--- src/rtl/rrocev2_rx_parser.sv ---
// RoCEv2 SEND_ONLY receive parser: buffers a 512-bit AXIS frame, validates ETH/IPv4/UDP/BTH
// headers and the expected PSN, and emits one good/dropped result pulse per frame.
module rrocev2_rx_parser #(
  parameter int          C_AXIS_DATA_WIDTH = 512,
  parameter int          PAYLOAD_LEN       = 56,
  parameter logic [47:0] LOCAL_MAC         = 48'h0,
  parameter logic [31:0] LOCAL_IP          = 32'h0,
  parameter logic [15:0] UDP_PORT          = 16'd4791,
  parameter logic [23:0] INIT_PSN          = 24'h0
) (
  input  logic                           clk,
  input  logic                           rst,
  input  logic [C_AXIS_DATA_WIDTH-1:0]   s_axis_tdata,
  input  logic [C_AXIS_DATA_WIDTH/8-1:0] s_axis_tkeep,
  input  logic                           s_axis_tvalid,
  input  logic                           s_axis_tlast,
  output logic                           s_axis_tready,
  output logic                           rx_valid,
  output logic [23:0]                    rx_dest_qp,
  output logic [23:0]                    rx_psn,
  output logic [PAYLOAD_LEN*8-1:0]       rx_payload,
  output logic                           rx_err_valid,
  output logic [2:0]                     rx_err_code,
  output logic [23:0]                    exp_psn,
  output logic [15:0]                    ok_cnt,
  output logic [15:0]                    err_cnt
);
  localparam int BEAT_BYTES = C_AXIS_DATA_WIDTH / 8;
  localparam int FRAME_LEN  = 58 + PAYLOAD_LEN;
  localparam int NBEATS     = (FRAME_LEN + BEAT_BYTES - 1) / BEAT_BYTES;
  localparam int BUF_W      = NBEATS * C_AXIS_DATA_WIDTH;
  localparam int BC_W       = $clog2(NBEATS + 1);

  typedef enum logic [1:0] {IDLE, BODY, DROP, DONE} state_t;

  state_t                   state;
  logic [BC_W-1:0]          beat_cnt;
  logic [10:0]              byte_cnt;
  logic [BUF_W-1:0]         frame_buf;

  logic                     accept, over;
  logic [BC_W-1:0]          wr_idx;
  logic [BUF_W-1:0]         buf_nxt;
  logic [10:0]              byte_cnt_nxt;
  logic [47:0]              dst_mac;
  logic [31:0]              dst_ip;
  logic [15:0]              ethertype, total_len, udp_dport, udp_len, pkey;
  logic [23:0]              bth_qp, bth_psn;
  logic [19:0]              csum_acc;
  logic [16:0]              csum_f1;
  logic [15:0]              csum_f2;
  logic [2:0]               err_code;
  logic [PAYLOAD_LEN*8-1:0] payload_nxt;

  function automatic logic [10:0] popcount(input logic [BEAT_BYTES-1:0] k);
    logic [10:0] n = '0;
    for (int i = 0; i < BEAT_BYTES; i++) n += 11'(k[i]);
    return n;
  endfunction

  assign s_axis_tready = (state != DONE);
  assign accept        = s_axis_tvalid && s_axis_tready;

  // Checks run on the buffer as it will look after the current beat, so the
  // result is registered on the tlast edge and visible in the DONE cycle.
  always_comb begin
    // NOTE: every always_comb output gets a default first so no path can infer a latch.
    over         = (state == DROP) || (state == BODY && beat_cnt == BC_W'(NBEATS));
    wr_idx       = (state == IDLE) ? '0 : beat_cnt;
    buf_nxt      = frame_buf;
    if (accept && !over)
      buf_nxt[int'(wr_idx)*C_AXIS_DATA_WIDTH +: C_AXIS_DATA_WIDTH] = s_axis_tdata;
    byte_cnt_nxt = ((state == IDLE) ? 11'd0 : byte_cnt) + popcount(s_axis_tkeep);

    dst_mac = '0;
    dst_ip  = '0;
    bth_qp  = '0;
    bth_psn = '0;
    for (int i = 0; i < 6; i++) dst_mac[8*(5-i) +: 8] = buf_nxt[8*i +: 8];
    for (int i = 0; i < 4; i++) dst_ip[8*(3-i) +: 8]  = buf_nxt[8*(30+i) +: 8];
    for (int i = 0; i < 3; i++) begin
      bth_qp[8*(2-i) +: 8]  = buf_nxt[8*(47+i) +: 8];
      bth_psn[8*(2-i) +: 8] = buf_nxt[8*(51+i) +: 8];
    end
    ethertype = {buf_nxt[8*12 +: 8], buf_nxt[8*13 +: 8]};
    total_len = {buf_nxt[8*16 +: 8], buf_nxt[8*17 +: 8]};
    udp_dport = {buf_nxt[8*36 +: 8], buf_nxt[8*37 +: 8]};
    udp_len   = {buf_nxt[8*38 +: 8], buf_nxt[8*39 +: 8]};
    pkey      = {buf_nxt[8*44 +: 8], buf_nxt[8*45 +: 8]};

    csum_acc = '0;
    for (int k = 0; k < 10; k++)
      csum_acc += {4'd0, buf_nxt[8*(14+2*k) +: 8], buf_nxt[8*(15+2*k) +: 8]};
    csum_f1 = {1'b0, csum_acc[15:0]} + {13'd0, csum_acc[19:16]};
    csum_f2 = csum_f1[15:0] + {15'd0, csum_f1[16]};

    if (dst_mac != LOCAL_MAC || ethertype != 16'h0800)
      err_code = 3'd1;
    else if (buf_nxt[8*14 +: 8] != 8'h45 || buf_nxt[8*23 +: 8] != 8'h11 ||
             dst_ip != LOCAL_IP || total_len != 16'(44 + PAYLOAD_LEN) || csum_f2 != 16'hFFFF)
      err_code = 3'd2;
    else if (udp_dport != UDP_PORT || udp_len != 16'(24 + PAYLOAD_LEN))
      err_code = 3'd3;
    else if (buf_nxt[8*42 +: 8] != 8'h04 || pkey != 16'hFFFF)
      err_code = 3'd4;
    else if (byte_cnt_nxt != 11'(FRAME_LEN) || over)
      err_code = 3'd5;
    else if (bth_psn != exp_psn)
      err_code = 3'd6;
    else
      err_code = 3'd0;

    // First payload byte lands in the MSBs, matching the generator's packing.
    payload_nxt = '0;
    for (int i = 0; i < PAYLOAD_LEN; i++)
      payload_nxt[8*(PAYLOAD_LEN-1-i) +: 8] = buf_nxt[8*(54+i) +: 8];
  end

  // NOTE: the frame buffer has no reset; every byte is rewritten before it is checked.
  always_ff @(posedge clk) begin
    if (accept) frame_buf <= buf_nxt;
  end

  always_ff @(posedge clk) begin
    // NOTE: sequential state uses non-blocking assignments so every register sees pre-edge values.
    if (rst) begin
      state        <= IDLE;
      beat_cnt     <= '0;
      byte_cnt     <= '0;
      rx_valid     <= 1'b0;
      rx_err_valid <= 1'b0;
      rx_err_code  <= '0;
      rx_dest_qp   <= '0;
      rx_psn       <= '0;
      rx_payload   <= '0;
      exp_psn      <= INIT_PSN;
      ok_cnt       <= '0;
      err_cnt      <= '0;
    end else begin
      rx_valid     <= 1'b0;
      rx_err_valid <= 1'b0;
      if (state == DONE) state <= IDLE;
      if (accept) begin
        byte_cnt <= byte_cnt_nxt;
        if (!over) beat_cnt <= wr_idx + BC_W'(1);
        state <= over ? DROP : BODY;
        if (s_axis_tlast) begin
          state <= DONE;
          if (err_code == 3'd0) begin
            rx_valid    <= 1'b1;
            rx_err_code <= 3'd0;
            rx_dest_qp  <= bth_qp;
            rx_psn      <= bth_psn;
            rx_payload  <= payload_nxt;
            exp_psn     <= exp_psn + 24'd1;
            ok_cnt      <= ok_cnt + 16'd1;
          end else begin
            rx_err_valid <= 1'b1;
            rx_err_code  <= err_code;
            err_cnt      <= err_cnt + 16'd1;
          end
        end
      end
    end
  end
endmodule

--- config.mk ---
export PLATFORM = sky130hd
export DESIGN_NAME = rrocev2_rx_parser
export DESIGN_NICKNAME = d
export VERILOG_FILES = /design/src/rtl/rrocev2_rx_parser.sv
export SDC_FILE = /design/constraint.sdc
export NUM_CORES = 2
export LEC_CHECK = 0
export CAP_MARGIN = 20
export CORE_AREA = 4 4 436 438
export CTS_CLUSTER_DIAMETER = 40
export DETAILED_ROUTE_END_ITERATION = 10
export DIE_AREA = 0 0 440 442
export SLEW_MARGIN = 20
export SYNTH_ARGS = -nofsm -noshare
export SYNTH_HDL_FRONTEND = slang
export SYNTH_SLANG_ARGS = --single-unit
export TNS_END_PERCENT = 5
--- constraint.sdc ---
create_clock -name clk -period 50.8 [get_ports clk]
set_clock_uncertainty 0.15 [all_clocks]
set_input_delay 7.62 -clock clk [delete_from_list [all_inputs] [get_ports clk]]
set_output_delay 7.62 -clock clk [all_outputs]
set_load 0.005 [all_outputs]
==> results.yml <==
outcome:
  outcome: "finished clean"
yosys:
  seq_area_frac_synth_pct: 55.9
  synthTopCellsByCount: "nand2_1, edfxtp_1, a21oi_1, dfxtp_1, o21ai_0"
  avgSynthCellArea_um2: 9.93
  synth_top_cell_by_area: "edfxtp_1"
  ys_types: 99
  synth_area_mm2: 0.0621
  yosys_warnings: 0
  yosysMostFrequentCell: "nand2_1"
  synth-edff-count: 776
  synth_nets: 7081
  synth_area_leaders: "edfxtp_1, dfxtp_1, nand2_1, fa_1, a21oi_1"
  synth.top_cell.area_share_pct: 37.5
  synthArstFlopShare_pct: 0
  ys_seq_elements: 1348
  ys.flop_type: "edfxtp_1"
  postSynthCellCount: 6254
worst_setup_path:
  startpoint_type: "input pin"
  worstPathArrival_ns: 24.18
  reg2reg_from: "state[1]$_SDFFE_PP0P_"
  cp-end-kind: "flip-flop"
  r2r_setup_slack_ns: 33.38
  timing.rr.end: "rx_payload[369]$_SDFFE_PP0P_"
  cp_slowest_cell: "buf_4"
  cp_max_fo: 76
  cpMostUsedCell: "fa_1"
  path_class: "input pin to flip-flop"
  worstPathRequired_ns: 51.42
  slowest_delay_ns: 0.78
  ff2ff_path_depth: 47
sta:
  hold_viol_final: 0
  tightest_slew_ns: 1.28
  setup_viol: 0
  finalCritPeriodShare_pct: 46.4
  fin_crit_ns: 23.55
  relSlewSlack_pct: 14.6
  fin_setup_tns_ns: 0
  grt_setup_unrepaired: "no"
  max_freq_mhz: 42.5
  drv_slew: 0
min_path:
  hold_class: "flip-flop to flip-flop"
  hold_depth: 2
  hold-path-endpoint: "rx_payload[29]$_SDFFE_PP0P_"
  min-delay-start: "rx_payload[29]$_SDFFE_PP0P_"
clock_tree:
  cts.sinks: 1348
  clk-insertion-delay-late_ns: 0.87
  cts_buffers: 213
  cts_tree: "done"
  root_buffer: "clkbuf_16"
  cts_hold_buf: 0
  clockBufferDepth: 3
  cts.repair.resized: 0
  cts_setup_buffers: 0
  htree_levels: 4
  path_clk_slew_ns: 0.06
placed_design:
  portBuffers: 1121
  place_hpwl_um: 171000
  gp_congestion: 0.902
final_layout:
  fillers: 17803
  area_growth_pct: 34.1
  nets: 8060
  drive_gt1_share_pct: 6.64
  postLayoutCoreUtil_pct: 44.6
global_route:
  grt_remaining_overflow: 0
  use_met1_pct: 29.0
  antenna_found_initial: 69
  grt.total_usage_pct: 23.6
  gr-usage-met3_pct: 5.73
  grt.busiest_layer: "met2"
  grt_pass1_wl_um: 343000
  grt_pass1_vias: 49789
  grt_max_degree: 227
  grt.met2_usage_pct: 38.7
run:
  drv_cap: 0
floorplan:
  coreArea_mm2: 0.187
  die_w_um: 440
  dieArea_mm2: 0.194
  io-pin-count: 1138
  initial_core_util_pct: 33.3
  rows: 159
  die_h_um: 442
routing:
  drt_first_pass_iters: 6
  ant_nets: 0
  drt-total-wl_um: 238000
  wl_per_cell_um: 23.8
  vias: 51011
  vias_per_cell: 5.11
  drtIter0Drc: 4237
  route.detailed.drc: 0
[cells by family (layout without fill, tap and decap cells)]
group           Yosys count  in the layout  synth area share (%)
compound gates         1541           1541                  15.5
xor+xnor                 60             60                 0.927
fa+ha+maj               248            248                  7.19
buf+inv                 764           1933                  4.87
flops                  1348           1348                  55.9
mux                      14             14                 0.250
other cells               0             56                     0
simple gates           2279           2279                  15.4
[layout make-up]
type / count / area, µm² / share of cell area (%)
Multi-Input combinational cell: 4142 / 24400 / 29.3
Timing Repair Buffer: 1180 / 11800 / 14.2
Inverter: 348 / 1310 / 1.58
Sequential cell: 1348 / 34800 / 41.7
Antenna cell: 56 / 140 / 0.168
Clock buffer: 261 / 5840 / 7.01
Clock inverter: 144 / 1890 / 2.27
Tap cell: 2495 / 3120 / 3.75
[metal layers]
metal | up-vias | wire length, µm
li1 | 23857 | -
met1 | 24791 | 94200
met2 | 1938 | 115000
met3 | 411 | 17500
met4 | 14 | 11300
met5 | - | 90
[state kept, by name (all words and copies together) (netlist names), 2 cells and up]
signal       count
rx_psn          24
byte_cnt        11
frame_buf      776
rx_dest_qp      24
err_cnt         16
rx_err_code      3
beat_cnt         2
ok_cnt          16
rx_payload     448
state            2
exp_psn         24
[per-stage QoR]
| stage | std cells | setup slack (ns) | cell area (µm²) | hold slack, ns |
|---|---|---|---|---|
| 3_5_place_dp | 9512 | 26.61 | 75400 | 0.293 |
| 5_1_grt | 9968 | 26.46 | 83300 | 0.310 |
| 3_3_place_gp | 9511 | 26.23 | 75400 | 0.287 |
| 4_1_cts | 9917 | 27.52 | 83100 | 0.299 |
| 6_report | 9974 | 27.25 | 83300 | 0.299 |
| 2_1_floorplan | 6254 | 19.75 | 62100 | 0.282 |
[placed cells by master (no fill, tap or decap), types with 65 or more instances in the layout]
cell	synthesis	final
fa_1	182	182
o21ai_0	422	422
clkdlybuf4s50_1	0	1120
ha_1	65	65
a22o_1	300	300
nand2_1	1838	1837
nor4_1	75	74
dfxtp_1	572	572
a22oi_1	78	78
clkbuf_16	0	220
inv_1	348	347
nor2_1	78	77
a21oi_1	577	577
edfxtp_1	776	776
[worst max-delay path, delay by kind of cell]
kind / cells / cell delay (ns)
AND/OR/NAND/NOR: 13 / 4.93
adder cells (fa/ha/maj): 9 / 4.00
buffers and inverters: 10 / 3.86
AO/OA/AOI/OAI: 11 / 2.97
XOR/XNOR: 2 / 0.48
[worst max path at each step]
stage / slack (ns) / from / cells after the start / end
floorplan: 19.75 / s_axis_tvalid / 4 / byte_cnt[1]$_SDFFE_PP0P_
global placement: 26.23 / s_axis_tvalid / 44 / rx_payload[369]$_SDFFE_PP0P_
detailed placement: 26.61 / s_axis_tvalid / 45 / rx_payload[369]$_SDFFE_PP0P_
CTS: 27.52 / s_axis_tvalid / 45 / rx_payload[369]$_SDFFE_PP0P_
global route: 26.46 / s_axis_tvalid / 45 / rx_payload[369]$_SDFFE_PP0P_
finish: 27.25 / s_axis_tvalid / 45 / rx_payload[369]$_SDFFE_PP0P_
Power is left out: the tool's default activity adds up to more than one toggle a clock period on the data nets, which glitch-free logic cannot reach.
